## src/rtl/sdram_arb_pkg.sv

```systemverilog
// sdram_arb_pkg: shared owner/state types for the three-port SDRAM arbiter
package sdram_arb_pkg;
    typedef enum logic [1:0] {OWN_NONE, OWN_VIDEO, OWN_CPU, OWN_DMA} owner_t;
    typedef enum logic [1:0] {ST_IDLE, ST_CMD, ST_DRAIN} state_t;
endpackage

```

## src/rtl/sdram_rr_picker.sv

```systemverilog
// sdram_rr_picker: 2-way CPU/DMA round-robin pick with registered last-served owner
//   clk_i, rst_n_i         clock, async active-low reset
//   cpu_req, dma_req       pending requests
//   done, done_owner       transaction finished and who owned it (video is ignored)
//   pick                   OWN_CPU, OWN_DMA or OWN_NONE
module sdram_rr_picker
    import sdram_arb_pkg::*;
(
    input  logic   clk_i,
    input  logic   rst_n_i,
    input  logic   cpu_req,
    input  logic   dma_req,
    input  logic   done,
    input  owner_t done_owner,
    output owner_t pick
);
    owner_t rr_last;
    // Starting from DMA makes CPU win the first tie
    always_ff @(posedge clk_i or negedge rst_n_i)
        if (!rst_n_i) rr_last <= OWN_DMA;
        else if (done && (done_owner == OWN_CPU || done_owner == OWN_DMA)) rr_last <= done_owner;
    assign pick = cpu_req && dma_req ? (rr_last == OWN_CPU ? OWN_DMA : OWN_CPU) :
                  cpu_req ? OWN_CPU : dma_req ? OWN_DMA : OWN_NONE;
endmodule

```

## src/rtl/sdram_three_port_arbiter.sv

```systemverilog
// sdram_three_port_arbiter: shares one sdram_pnru port between video, CPU and DMA
//   sdram_*        controller side: rd/wr/addr/wdata/wmask/burst out, ack/rdy/rdata in
//   video_sdram_*  burst-read requester, fixed highest priority
//   cpu_sdram_*    single-word requester, round-robin with DMA
//   dma_sdram_*    single-word requester, round-robin with CPU
//   grant_o        current owner: 0 none, 1 video, 2 cpu, 3 dma
module sdram_three_port_arbiter
    import sdram_arb_pkg::*;
#(
    parameter int VIDEO_BURST_LEN = 4,
    parameter int ADDR_W          = 24
) (
    input  logic              clk_i,
    input  logic              rst_n_i,
    output logic              sdram_rd,
    output logic              sdram_wr,
    output logic [ADDR_W-1:0] sdram_addr_x16,
    output logic [15:0]       sdram_wdata,
    output logic [1:0]        sdram_wmask,
    output logic              sdram_burst,
    input  logic              sdram_ack,
    input  logic              sdram_rdy,
    input  logic [15:0]       sdram_rdata,
    input  logic              cpu_sdram_rd,
    input  logic              cpu_sdram_wr,
    input  logic [ADDR_W-1:0] cpu_sdram_addr_x16,
    input  logic [15:0]       cpu_sdram_wdata,
    input  logic [1:0]        cpu_sdram_wmask,
    output logic              cpu_sdram_ack,
    output logic              cpu_sdram_rdy,
    output logic [15:0]       cpu_sdram_rdata,
    input  logic              dma_sdram_rd,
    input  logic              dma_sdram_wr,
    input  logic [ADDR_W-1:0] dma_sdram_addr_x16,
    input  logic [15:0]       dma_sdram_wdata,
    input  logic [1:0]        dma_sdram_wmask,
    output logic              dma_sdram_ack,
    output logic              dma_sdram_rdy,
    output logic [15:0]       dma_sdram_rdata,
    input  logic              video_sdram_rd,
    input  logic [ADDR_W-1:0] video_sdram_addr_x16,
    output logic              video_sdram_ack,
    output logic              video_sdram_rdy,
    output logic [15:0]       video_sdram_rdata,
    output logic [1:0]        grant_o
);
    localparam int CNT_W = $clog2(VIDEO_BURST_LEN + 1);

    state_t            state;
    owner_t            owner;
    owner_t            rr_pick;
    owner_t            winner;
    logic [CNT_W-1:0]  cnt;
    logic              own_rd, own_wr, in_cmd, ack_hit, beat, done;
    logic [ADDR_W-1:0] own_addr;
    logic [15:0]       own_wdata;
    logic [1:0]        own_wmask;

    always_comb begin
        own_rd    = owner == OWN_VIDEO ? video_sdram_rd : owner == OWN_CPU ? cpu_sdram_rd :
                    owner == OWN_DMA ? dma_sdram_rd : 1'b0;
        own_wr    = owner == OWN_CPU ? cpu_sdram_wr : owner == OWN_DMA ? dma_sdram_wr : 1'b0;
        own_addr  = owner == OWN_VIDEO ? video_sdram_addr_x16 : owner == OWN_CPU ? cpu_sdram_addr_x16 :
                    owner == OWN_DMA ? dma_sdram_addr_x16 : '0;
        own_wdata = owner == OWN_CPU ? cpu_sdram_wdata : owner == OWN_DMA ? dma_sdram_wdata : '0;
        own_wmask = owner == OWN_CPU ? cpu_sdram_wmask : owner == OWN_DMA ? dma_sdram_wmask : '0;
    end

    assign in_cmd  = state == ST_CMD;
    assign ack_hit = in_cmd & sdram_ack;
    // Beats beyond the loaded count are dropped so the counter never wraps
    assign beat    = state == ST_DRAIN & sdram_rdy & cnt != '0;
    assign done    = (ack_hit & ~own_rd) | (beat & cnt == CNT_W'(1));
    assign winner  = video_sdram_rd ? OWN_VIDEO : rr_pick;

    // Read takes precedence when a requester raises both strobes
    assign sdram_rd       = in_cmd & own_rd;
    assign sdram_wr       = in_cmd & own_wr & ~own_rd;
    assign sdram_addr_x16 = in_cmd ? own_addr : '0;
    assign sdram_wdata    = in_cmd ? own_wdata : '0;
    assign sdram_wmask    = in_cmd ? own_wmask : '0;
    assign sdram_burst    = in_cmd & owner == OWN_VIDEO;

    assign video_sdram_ack = ack_hit & owner == OWN_VIDEO;
    assign cpu_sdram_ack   = ack_hit & owner == OWN_CPU;
    assign dma_sdram_ack   = ack_hit & owner == OWN_DMA;
    assign video_sdram_rdy = beat & owner == OWN_VIDEO;
    assign cpu_sdram_rdy   = beat & owner == OWN_CPU;
    assign dma_sdram_rdy   = beat & owner == OWN_DMA;

    assign video_sdram_rdata = sdram_rdata;
    assign cpu_sdram_rdata   = sdram_rdata;
    assign dma_sdram_rdata   = sdram_rdata;
    assign grant_o           = owner;

    sdram_rr_picker u_rr (
        .clk_i      (clk_i),
        .rst_n_i    (rst_n_i),
        .cpu_req    (cpu_sdram_rd | cpu_sdram_wr),
        .dma_req    (dma_sdram_rd | dma_sdram_wr),
        .done       (done),
        .done_owner (owner),
        .pick       (rr_pick)
    );

    always_ff @(posedge clk_i or negedge rst_n_i)
        if (!rst_n_i) begin
            state <= ST_IDLE;
            owner <= OWN_NONE;
            cnt   <= '0;
        end else
            case (state)
                ST_IDLE:
                    if (winner != OWN_NONE) begin
                        owner <= winner;
                        state <= ST_CMD;
                    end
                ST_CMD:
                    if (sdram_ack) begin
                        if (own_rd) begin
                            cnt   <= owner == OWN_VIDEO ? CNT_W'(VIDEO_BURST_LEN) : CNT_W'(1);
                            state <= ST_DRAIN;
                        end else begin
                            owner <= OWN_NONE;
                            state <= ST_IDLE;
                        end
                    end
                ST_DRAIN:
                    if (beat) begin
                        cnt <= cnt - CNT_W'(1);
                        if (cnt == CNT_W'(1)) begin
                            owner <= OWN_NONE;
                            state <= ST_IDLE;
                        end
                    end
                default: state <= ST_IDLE;
            endcase

    a_req_held: assert property (@(posedge clk_i) disable iff (!rst_n_i) in_cmd |-> (own_rd | own_wr));
    a_rdy_drain: assert property (@(posedge clk_i) disable iff (!rst_n_i) sdram_rdy |-> state == ST_DRAIN);
    a_ack_cmd: assert property (@(posedge clk_i) disable iff (!rst_n_i) sdram_ack |-> in_cmd);
endmodule

```

## config.mk

```make
export PLATFORM = sky130hd
export DESIGN_NAME = sdram_three_port_arbiter
export DESIGN_NICKNAME = d
export VERILOG_FILES = /design/src/rtl/sdram_arb_pkg.sv /design/src/rtl/sdram_rr_picker.sv /design/src/rtl/sdram_three_port_arbiter.sv
export SDC_FILE = /design/constraint.sdc
export NUM_CORES = 1
export LEC_CHECK = 0
export BUFFER_PORTS_ARGS = -buffer_cell sky130_fd_sc_hd__clkbuf_2
export CAP_MARGIN = 20
export CORE_AREA = 2 2 90 92
export DETAILED_ROUTE_END_ITERATION = 12
export DIE_AREA = 0 0 92 94
export PLACE_DENSITY = 0.66
export SLEW_MARGIN = 0
export SYNTH_ARGS = -nofsm -noshare
export SYNTH_HDL_FRONTEND = slang
export SYNTH_SLANG_ARGS = --single-unit
export TNS_END_PERCENT = 20
```

## constraint.sdc

```tcl
create_clock -name clk_i -period 4.6 [get_ports clk_i]
set_input_delay 0.23 -clock clk_i [delete_from_list [all_inputs] [get_ports clk_i]]
set_output_delay 0.23 -clock clk_i [all_outputs]
set_load 0.01 [all_outputs]
```

==> metrics, run 1 <==
nets@finish=505; die area=8648 um2; CP delay by family, top=simple AND/OR/NAND/NOR gates; layout cell share with drive strength beyond 1=57.69%; grt total ovfl=0; Setup-failing EPs final=0; mean post-synth cell area=between 7 and 8 um2; critical path's slowest cell=nor2_2; Synth area leader=buf_4; total vias in the final route=2146; WP data required=4370 ps; Power Density=475.5 nW/um2; Worst R2R Start=cnt[0]; CP endpoint=sdram_addr_x16[4]; RePlAce Congestion=between 0.8 and 0.9; Area Growth Syn to Fin=31.89%; crit path from=grant_o[1]; syn_nets=391; final worst path period share=55.34%; crit path max fanout=34; Worst Tran Pin Value=1003 ps; H-tree levels=1; worst min path class=primary input to register; HPWL after DPL=5529 um; Clock Tree Buf Depth=2; Reg2Reg Depth=7; # rows=32; max-cap viol count=0; largest net degree at the start of global routing=35; Antenna Nets Post-Route=0; synthesized instance count=251; Worst path max stage delay=760 ps; routed length per placed instance=13.85 um; crit-path cells=buf_4 -> inv_2 -> nor2_2 -> a22oi_1 -> nor2_1 -> clkbuf_2; RSZ-0062 raised after global routing=no; setup TNS=0 ps; status=completed; Worst slew margin=between 30% and 40%; Worst setup SP type=register; crit path kind=register to output port; Max VDD drop=roughly 0.17 mV; Yosys reg bits=9; initial antenna violation count=3; Clock Latency Late Sink=240 ps; crit end category=output port; vias per inst=4.605; Final Max Slew Viols=0; share of the synthesized area in the top cell type=between 10% and 20%; drt total wl=about 6500 um; PostCTS Resize Cnt=0; Die Height=94 um; CTS tree=built; CTS Sinks=9; antenna cells=0; I/O Buffers=169; Min Clock Period, post-route=2546 ps; Worst path depth=6; Die Span X=92 um; boundary pin count=234; Seq/Total Area, Yosys=11.73%; initial drt markers=60; Post-Syn Area=just under 2000 um2; skew final=4.461 ps; worst r2r dst=grant_o[0]; static leakage=1.368 nW; Clock transition at path regs=40 ps; # DRC=0; # Post-CTS Setup Buffers=0; Worst EP arrival=2320 ps; Power, Total=1.218 mW; post-layout util=33.67%; R2R Setup Slk=2390 ps; WP buf/inv=3; initial core utilization=25.53%; library cells used by synthesis=33; f_max=roughly 0.39 GHz; Fin. Hold Viols=0; cts bufs inserted=3; Core Footprint=7607 um2; root buffer cell=clkbuf_8; Yosys warning count=0; top cells by area, synth=buf_4 19%, mux2_2 13%, mux2i_1 11%; first-pass GRT wire length=9867 um; vias in the first global route=2016; Total GRT Usage=14.04%; DR pass1 iterations=4
-- worst reg2reg max path, cell delays in order, from the launching register on --
cell and delay, ps:
dfrtp_1 380, inv_1 60, ha_1 210, ha_1 190, nor4bb_1 360, o22ai_2 180
nor4_2 370, mux2_4 330
-- placed cells by master (no fill, tap or decap), drive strengths merged --
cell type | Yosys | routed
clkbuf | 6 | 173
o22ai | 2 | 2
a21oi | 4 | 4
nand2 | 8 | 8
o221ai | 1 | 1
inv | 9 | 9
mux2i | 21 | 21
nor2 | 54 | 54
dfstp | 2 | 2
o22a | 1 | 1
nor2b | 2 | 2
nor4bb | 1 | 1
dlygate4sd3 | 0 | 1
nor4 | 1 | 1
o21bai | 1 | 1
dfrtp | 7 | 7
a22oi | 24 | 24
o21ai | 2 | 2
buf | 57 | 2
nor3b | 2 | 2
nand2b | 4 | 4
ha | 7 | 7
or4 | 1 | 1
mux2 | 29 | 29
a211oi | 2 | 2
nand3b | 3 | 3
-- per-layer routing --
metal  vias up  global-route usage (%)  share of wire (%)
met5         -                       0               0.64
met4         6                   4.353                2.1
met3        21                   4.655                 12
met2       146                   23.59                 46
met1       932                   17.01                 39
li1       1041                       -                  -
-- how the worst min path moves through the flow --
stage / from / endpoint / slack [ps] / depth (start not counted)
global placement: rst_n_i / cnt[2] / 100 / 1
global route: video_sdram_rd / grant_o[1] / 370 / 4
detailed placement: rst_n_i / cnt[2] / 100 / 1
finish: video_sdram_rd / grant_o[1] / 360 / 4
floorplan: rst_n_i / cnt[0] / -70 / 0
CTS: video_sdram_rd / grant_o[1] / 360 / 4
-- report_power, final --
| group | switching [mW] | total [mW] | internal (mW) |
|---|---|---|---|
| clock network | 0.0350 | 0.0957 | 0.0607 |
| logic | 0.510 | 0.944 | 0.434 |
| registers | 0.0556 | 0.178 | 0.122 |
-- cells in the mapped netlist, drive strengths merged --
library cell / number
o22ai: 2
o22a: 1
nand3b: 3
inv: 9
clkbuf: 6
nor3b: 2
nor4: 1
nand2: 8
nand2b: 4
ha: 7
dfrtp: 7
o21bai: 1
o21ai: 2
mux2: 29
mux2i: 21
a211oi: 2
a21oi: 4
nor2: 54
dfstp: 2
o221ai: 1
or4: 1
buf: 57
a22oi: 24
nor2b: 2
nor4bb: 1
-- final cells by class --
type | count | area [um2]
sequential | 9 | 229.0
inverter | 9 | 33.78
multi-input combinational | 170 | 1255
clock buffer | 4 | 45.04
fill | 808 | 5046
tap | 102 | 127.6
timing repair buffer | 172 | 870.8
-- flip-flops by register name (all words and copies together) (netlist names) --
| name | cells |
|---|---|
| grant_o | 2 |
| state | 2 |
| u_rr.rr_last | 2 |
| cnt | 3 |
-- through the flow --
stage | cell area [um2] | cells | hold WS, ps | worst slack [ps]
after CTS | 2561 | 466 | 356.7 | 2042
after detailed placement | 2506 | 461 | 98.93 | 2307
after floorplan | 1942 | 251 | -65.59 | 2617
final | 2561 | 466 | 358.3 | 2054
after global routing | 2561 | 466 | 373.6 | 1798
after global placement | 2506 | 461 | 95.20 | 2403
-- repair_timing --
action	CTS	global route
endpoints found under the hold margin	7	0
setup endpoints to repair	0	0
hold buffers	1	0
-- cell families (layout without fill, tap and decap cells) --
group / Yosys count / after routing / share of synthesized area, %
AND/OR/NAND/NOR: 76 / 76 / 17.85
multiplexers: 50 / 50 / 28.03
flip-flops: 9 / 9 / 11.73
adder cells (fa/ha/maj): 7 / 7 / 4.510
buffers and inverters: 72 / 185 / 23.78
AO/OA/AOI/OAI: 37 / 37 / 14.11
(Power assumes the default switching activity.)
==> run 2: changes to the inputs <==
--- a/config.mk
+++ b/config.mk
@@ -5,12 +5,13 @@
 export SDC_FILE = /design/constraint.sdc
 export NUM_CORES = 1
 export LEC_CHECK = 0
+export ABC_AREA = 1
 export BUFFER_PORTS_ARGS = -buffer_cell sky130_fd_sc_hd__clkbuf_2
 export CAP_MARGIN = 20
-export CORE_AREA = 2 2 90 92
+export CORE_AREA = 2 2 92 94
 export DETAILED_ROUTE_END_ITERATION = 12
-export DIE_AREA = 0 0 92 94
-export PLACE_DENSITY = 0.66
+export DIE_AREA = 0 0 94 96
+export PLACE_DENSITY = 0.68
 export SLEW_MARGIN = 0
 export SYNTH_ARGS = -nofsm -noshare
 export SYNTH_HDL_FRONTEND = slang
==> constraint.sdc (replaced) <==
create_clock -name clk_i -period 2.3 [get_ports clk_i]
set_input_delay 0.115 -clock clk_i [delete_from_list [all_inputs] [get_ports clk_i]]
set_output_delay 0.115 -clock clk_i [all_outputs]
set_load 0.01 [all_outputs]
==> metrics, run 2 <==
Clock Tree Buf Depth=2; Area Growth Syn to Fin=29.90%; crit-path cells=buf_12 -> nand3_1 -> a31oi_1 -> clkbuf_2; skew final=approximately 6.5 ps; Comb pwr share=between 70% and 80%; Worst R2R Start=grant_o[1]; vias in the first global route=2253; Post-Syn Area=2092 um2; Clock transition at path regs=~50 ps; Yosys reg bits=9; DP Area=2660 um2; f_max=approximately 0.50 GHz; PostCTS Resize Cnt=0; Antenna Nets Post-Route=0; synthesized instance count=372; top cells by area, synth=nand3_1 27%, buf_4 19%, nand2_1 13%; Seq/Total Area, Yosys=10.89%; Hold Startpoint=video_sdram_rd; Worst path max stage delay=around 870 ps; Synth area leader=nand3_1; FFs w/ async S/R, synth=100.0%; Clock power frac=under 10%; crit path from=grant_o[1]; critical path's slowest cell=dfrtp_2; Net Switching=1.463 mW; first-pass GRT wire length=10410 um; RSZ-0062 raised after global routing=no; root buffer cell=clkbuf_8; synth cell count leaders=111 x nand3_1, 74 x nand2_1, 54 x buf_4, 42 x inv_1, 20 x a21oi_1; Total GRT Usage=roughly 14%; Clock Latency Late Sink=240 ps; max-cap viol count=0; CP delay by family, top=flip-flops; max reg flops=3; most frequently used flop master after synthesis=dfrtp_1; syn_nets=slightly above 500; initial core utilization=approximately 26%; library cells used by synthesis=24; cts bufs inserted=3; Worst setup SP type=register; boundary pin count=234; crit end category=output port; hold_buf cts=1; # Post-CTS Setup Buffers=0; mean post-synth cell area=about 5.6 um2; total vias in the final route=2746; sequential power share=14.3%; I/O Buffers=169; commonest non-fill, non-tap cell in the layout=clkbuf_2; HPWL after DPL=about 6000 um; share of the synthesized area in the top cell type=between 20% and 30%; Min Clock Period, post-route=1986 ps; Core Footprint=8051 um2; CTS tree=built; Final Max Slew Viols=0; most frequent cells in the layout=169 x clkbuf_2, 111 x nand3_1, 74 x nand2_1, 42 x inv_1, 20 x a21oi_1; Setup-failing EPs final=0; Yosys warning count=0; worst setup margin=313.7 ps; register with the most flip-flops=cnt; grt total ovfl=0; WP data required=2180 ps; Worst slew margin=47.05%; Switching Share=57.70%; largest net degree at the start of global routing=45; worst min path class=primary input to register; Worst Tran Pin Value=approximately 790 ps; final worst path period share=86.36%; static leakage=1.619 nW; status=completed; H-tree levels=1; die area=9024 um2; drt total wl=7328 um; initial antenna violation count=1; fin area=2718 um2; Post-synth EDFFs=0; nets@finish=623; layout cell share with drive strength beyond 1=40.25%; crit path kind=register to output port; Fin. Hold Viols=0; Max VDD drop=between 0.3 and 0.4 mV; initial drt markers=52; RePlAce Congestion=0.8829; top-count cell post-synth=nand3_1; post-layout util=about a third; WP buf/inv=2; DR pass1 iterations=4; # rows=33; setup TNS=0 ps; pre-CTS WS=511.5 ps; vias per inst=4.670; CTS Sinks=9; Die Span X=94 um; crit path max fanout=44; Die Height=96 um; Worst EP arrival=around 1900 ps; Internal Power=between 1 and 1.5 mW; Power Density=about 930 nW/um2; routed length per placed instance=12.46 um; # DRC=0
[run 2: cell types whose count changed in the layout (fill, tap and decap cells not counted), moves of 6 or more]
| cell | before | now |
|---|---|---|
| nand2_1 | 8 | 74 |
| nor2_1 | 53 | 13 |
| a22oi_1 | 24 | 0 |
| nand3_1 | 0 | 111 |
| inv_1 | 7 | 42 |
| a21oi_1 | 4 | 20 |
| mux2i_1 | 21 | 0 |
| mux2_2 | 23 | 0 |
| buf_4 | 2 | 8 |
[run 2: logic make-up after synthesis]
family          share of synthesized area (%)
compound gates                          8.314
fa+ha+maj                               4.186
buf+inv                                 31.40
flops                                   10.89
simple gates                            45.22
[run 2: metal layers]
layer | vias to the layer above | global-route usage, % | wire, um
met2 | 134 | 27.08 | 3701
li1 | 1379 | - | -
met1 | 1218 | 16.08 | 2882
met4 | 0 | 5.435 | 131
met3 | 15 | 2.976 | 613
met5 | - | 0 | 0
[run 2: worst paths after layout]
check | depth (start not counted) | slack [ps] | to
setup / recovery | 4 | 310 | sdram_addr_x16[1]
hold reg to reg | 2 | 450 | u_rr.rr_last[1]
hold / removal | 4 | 150 | grant_o[1]
min in group asynchronous | 2 | 270 | state[0]
setup reg to reg | 7 | 550 | cnt[2]
max in group asynchronous | 2 | 1760 | u_rr.rr_last[1]
[run 2: power groups by stage]
stage	logic, mW	clock network [mW]	registers [mW]
2_1_floorplan	1.52	0	0.282
3_3_place_gp	1.96	0	0.359
3_5_place_dp	2.00	0	0.366
4_1_cts	2.01	0.203	0.364
5_1_grt	2.24	0.212	0.381
6_report	1.98	0.194	0.362
[run 2: layout make-up]
type	instances	area, um2
fill	911	5334
multi-input combinational	246	1207
timing repair buffer	179	935.9
sequential	9	230.2
inverter	44	165.2
tap	105	131.4
clock buffer	4	45.04
antenna	1	2.502
[run 2: metrics by stage]
step                power (mW)  hold slack (ps)  std cells
global placement         2.316           -6.508        582
floorplan                1.805           -180.6        372
detailed placement       2.363           -6.567        582
finish                   2.535            153.8        588
global route             2.833            171.3        587
CTS                      2.573            154.4        587
[run 2: worst register-to-register path: cells and delay by family (launching register included)]
family	cells	cell delay (ps)
and+or+nand+nor	6	660
DFF	1	870
AOI/OAI and AO/OA	1	80
==> run 3: changes to the inputs <==
--- a/config.mk
+++ b/config.mk
@@ -8,12 +8,13 @@
 export ABC_AREA = 1
 export BUFFER_PORTS_ARGS = -buffer_cell sky130_fd_sc_hd__clkbuf_2
 export CAP_MARGIN = 20
-export CORE_AREA = 2 2 92 94
+export CORE_AREA = 2 2 90 92
 export DETAILED_ROUTE_END_ITERATION = 12
-export DIE_AREA = 0 0 94 96
-export PLACE_DENSITY = 0.68
+export DIE_AREA = 0 0 92 94
+export PLACE_DENSITY = 0.71
 export SLEW_MARGIN = 0
 export SYNTH_ARGS = -nofsm -noshare
 export SYNTH_HDL_FRONTEND = slang
+export SYNTH_HIERARCHICAL = 1
 export SYNTH_SLANG_ARGS = --single-unit
 export TNS_END_PERCENT = 20
==> metrics, run 3 <==
Die Height=94 um; pre-CTS WS=593.2 ps; synthesized instance count=369; # Post-CTS Setup Buffers=0; Worst Tran Pin Value=491.4 ps; Power Density=approximately 940 nW/um2; CTS tree=built; synthesized-area fraction occupied by adder cells=4.149%; DR pass1 iterations=5; # DRC=0; crit path from=state[1]; FFs w/ async S/R, synth=100.0%; layout cell share with drive strength beyond 1=between 40% and 50%; vias per inst=approximately 4.8; crit-path cells=inv_1 -> ha_1 -> buf_4 -> inv_1 -> buf_4 -> a21oi_1 -> clkbuf_2; Worst slew margin=about two thirds; Worst EP arrival=1880 ps; Clock Tree Buf Depth=2; most frequent cells in the layout=169 x clkbuf_2, 108 x nand3_1, 73 x nand2_1, 35 x inv_1, 19 x a21oi_1; Clock transition at path regs=50 ps; Placed Cells=573; final worst path period share=86.75%; Max VDD drop=slightly above 0.5 mV; Fin. Hold Viols=0; largest net degree at the start of global routing=between 40 and 50; R2R Setup Slk=590 ps; Seq/Total Area, Yosys=10.79%; vias in the first global route=2470; syn_nets=509; static leakage=1.586 nW; Post-synth EDFFs=0; crit path kind=register to output port; simple-gate portion of the synthesized area=46.35%; drt total wl=7530 um; mean post-synth cell area=about 5.7 um2; worst r2r dst=cnt[2]; total vias in the final route=between 2000 and 3000; mux contribution to synthesized area=0%; skew final=0.5682 ps; Area Growth Syn to Fin=28.10%; CP delay by family, top=buffers and inverters; nets@finish=roughly 600; Layout Cells excl Fill=between 500 and 600; hold slack=217.2 ps; fin area=2704 um2; crit path max fanout=28; initial antenna violation count=0; commonest non-fill, non-tap cell in the layout=clkbuf_2; # rows=32; top-count cell post-synth=nand3_1; cts bufs inserted=3; max reg flops=3; worst setup margin=304.7 ps; largest family of logic cells by synthesized area=simple AND/OR/NAND/NOR gates; Die Span X=92 um; RSZ-0062 raised after global routing=no; most frequently used flop master after synthesis=dfrtp_1; I/O Buffers=~170; H-tree levels=1; hold path depth=4; synth cell count leaders=108 x nand3_1, 73 x nand2_1, 51 x buf_4, 35 x inv_1, 19 x a21oi_1; compound-cell area share of the yosys netlist=under 10%; RePlAce Congestion=0.8178; status=completed; WP buf/inv=5; Total GRT Usage=15.62%; Fill cells=864; Worst path max stage delay=390 ps; Reg2Reg Depth=9; DP Area=2649 um2; first-pass GRT wire length=between 10000 and 15000 um; register with the most flip-flops=cnt; Yosys warning count=6; die area=8648 um2; Hold Startpoint=video_sdram_rd; antenna cells=0; Yosys reg bits=9; share of the synthesized area in the top cell type=about a quarter; Synth Area in XOR/XNOR=0.4149%; Clock Latency Late Sink=230 ps; Worst R2R Start=state[1]; Core Footprint=7607 um2; hold endpoint=grant_o[1]; setup TNS=0 ps; max-cap viol count=0; Final Max Slew Viols=0; Synth area leader=nand3_1; routed length per placed instance=13.03 um; Post-Syn Area=about 2100 um2; crit end category=output port; critical path's slowest cell=dfrtp_1; Antenna Nets Post-Route=0; library cells used by synthesis=27; worst min path class=primary input to register; CTS Sinks=9; Min Clock Period, post-route=1995 ps; top cells by area, synth=nand3_1 26%, buf_4 18%, nand2_1 13%; grt total ovfl=0; Setup-failing EPs final=0; f_max=0.5012 GHz; HPWL after DPL=6143 um; initial core utilization=27.75%; boundary pin count=234; initial drt markers=139; root buffer cell=clkbuf_8; Worst setup SP type=register; WP data required=2180 ps
[run 3: logic make-up after synthesis]
family          after synthesis
fa+ha+maj                     7
flops                         9
xor+xnor                      1
compound gates               33
buf+inv                     111
simple gates                208
[run 3: metrics by stage]
step                      utilization (%)  power [mW]
after global routing                35.54       2.826
after floorplan                         -       1.836
after CTS                           35.54       2.547
after detailed placement            34.82       2.348
after global placement              34.82       2.290
final                               35.54       2.544
[run 3: how the worst max path moves through the flow]
stage                               to  slack (ps)  cells past startpoint
floorplan           sdram_addr_x16[11]         870                      6
global placement        sdram_wdata[3]         670                      7
detailed placement      sdram_wdata[3]         590                      7
CTS                     sdram_wdata[3]         330                      7
global route            sdram_wdata[3]         160                      7
finish                  sdram_wdata[3]         300                      7
[run 3: final cells by class]
class	count	area (um2)	area share [%]
Clock buffer	4	45.04	1.666
Multi-Input combinational cell	249	1255	46.41
Sequential cell	9	229.0	8.468
Inverter	37	138.9	5.137
Timing Repair Buffer	177	908.4	33.60
Tap cell	102	127.6	4.720
[run 3: tightest hold or removal path: stages]
cell and delay [ps]:
clkbuf_2 110, nor3_1 60, nand4_1 80, nand2_1 50
[run 3: per-layer routing]
metal / GRT usage [%] / part of all wire [%] / wire length, um
met5: 0 / 0 / 0
met4: 2.736 / 0.81 / 61
met3: 2.327 / 7.7 / 583
met2: 28.86 / 51 / 3851
met1: 19.41 / 40 / 3033
[run 3: power breakdown]
group / switching, mW / internal, mW / total (mW)
Combinational: 1.34 / 0.690 / 2.03
Clock: 0.0703 / 0.122 / 0.192
Sequential: 0.0906 / 0.232 / 0.322
Total: 1.50 / 1.04 / 2.54
[run 3: repair_timing]
| action | CTS | global route |
|---|---|---|
| hold buffers | 1 | 0 |
| endpoints found under the hold margin | 9 | 0 |
| gates resized for setup | 0 | 0 |
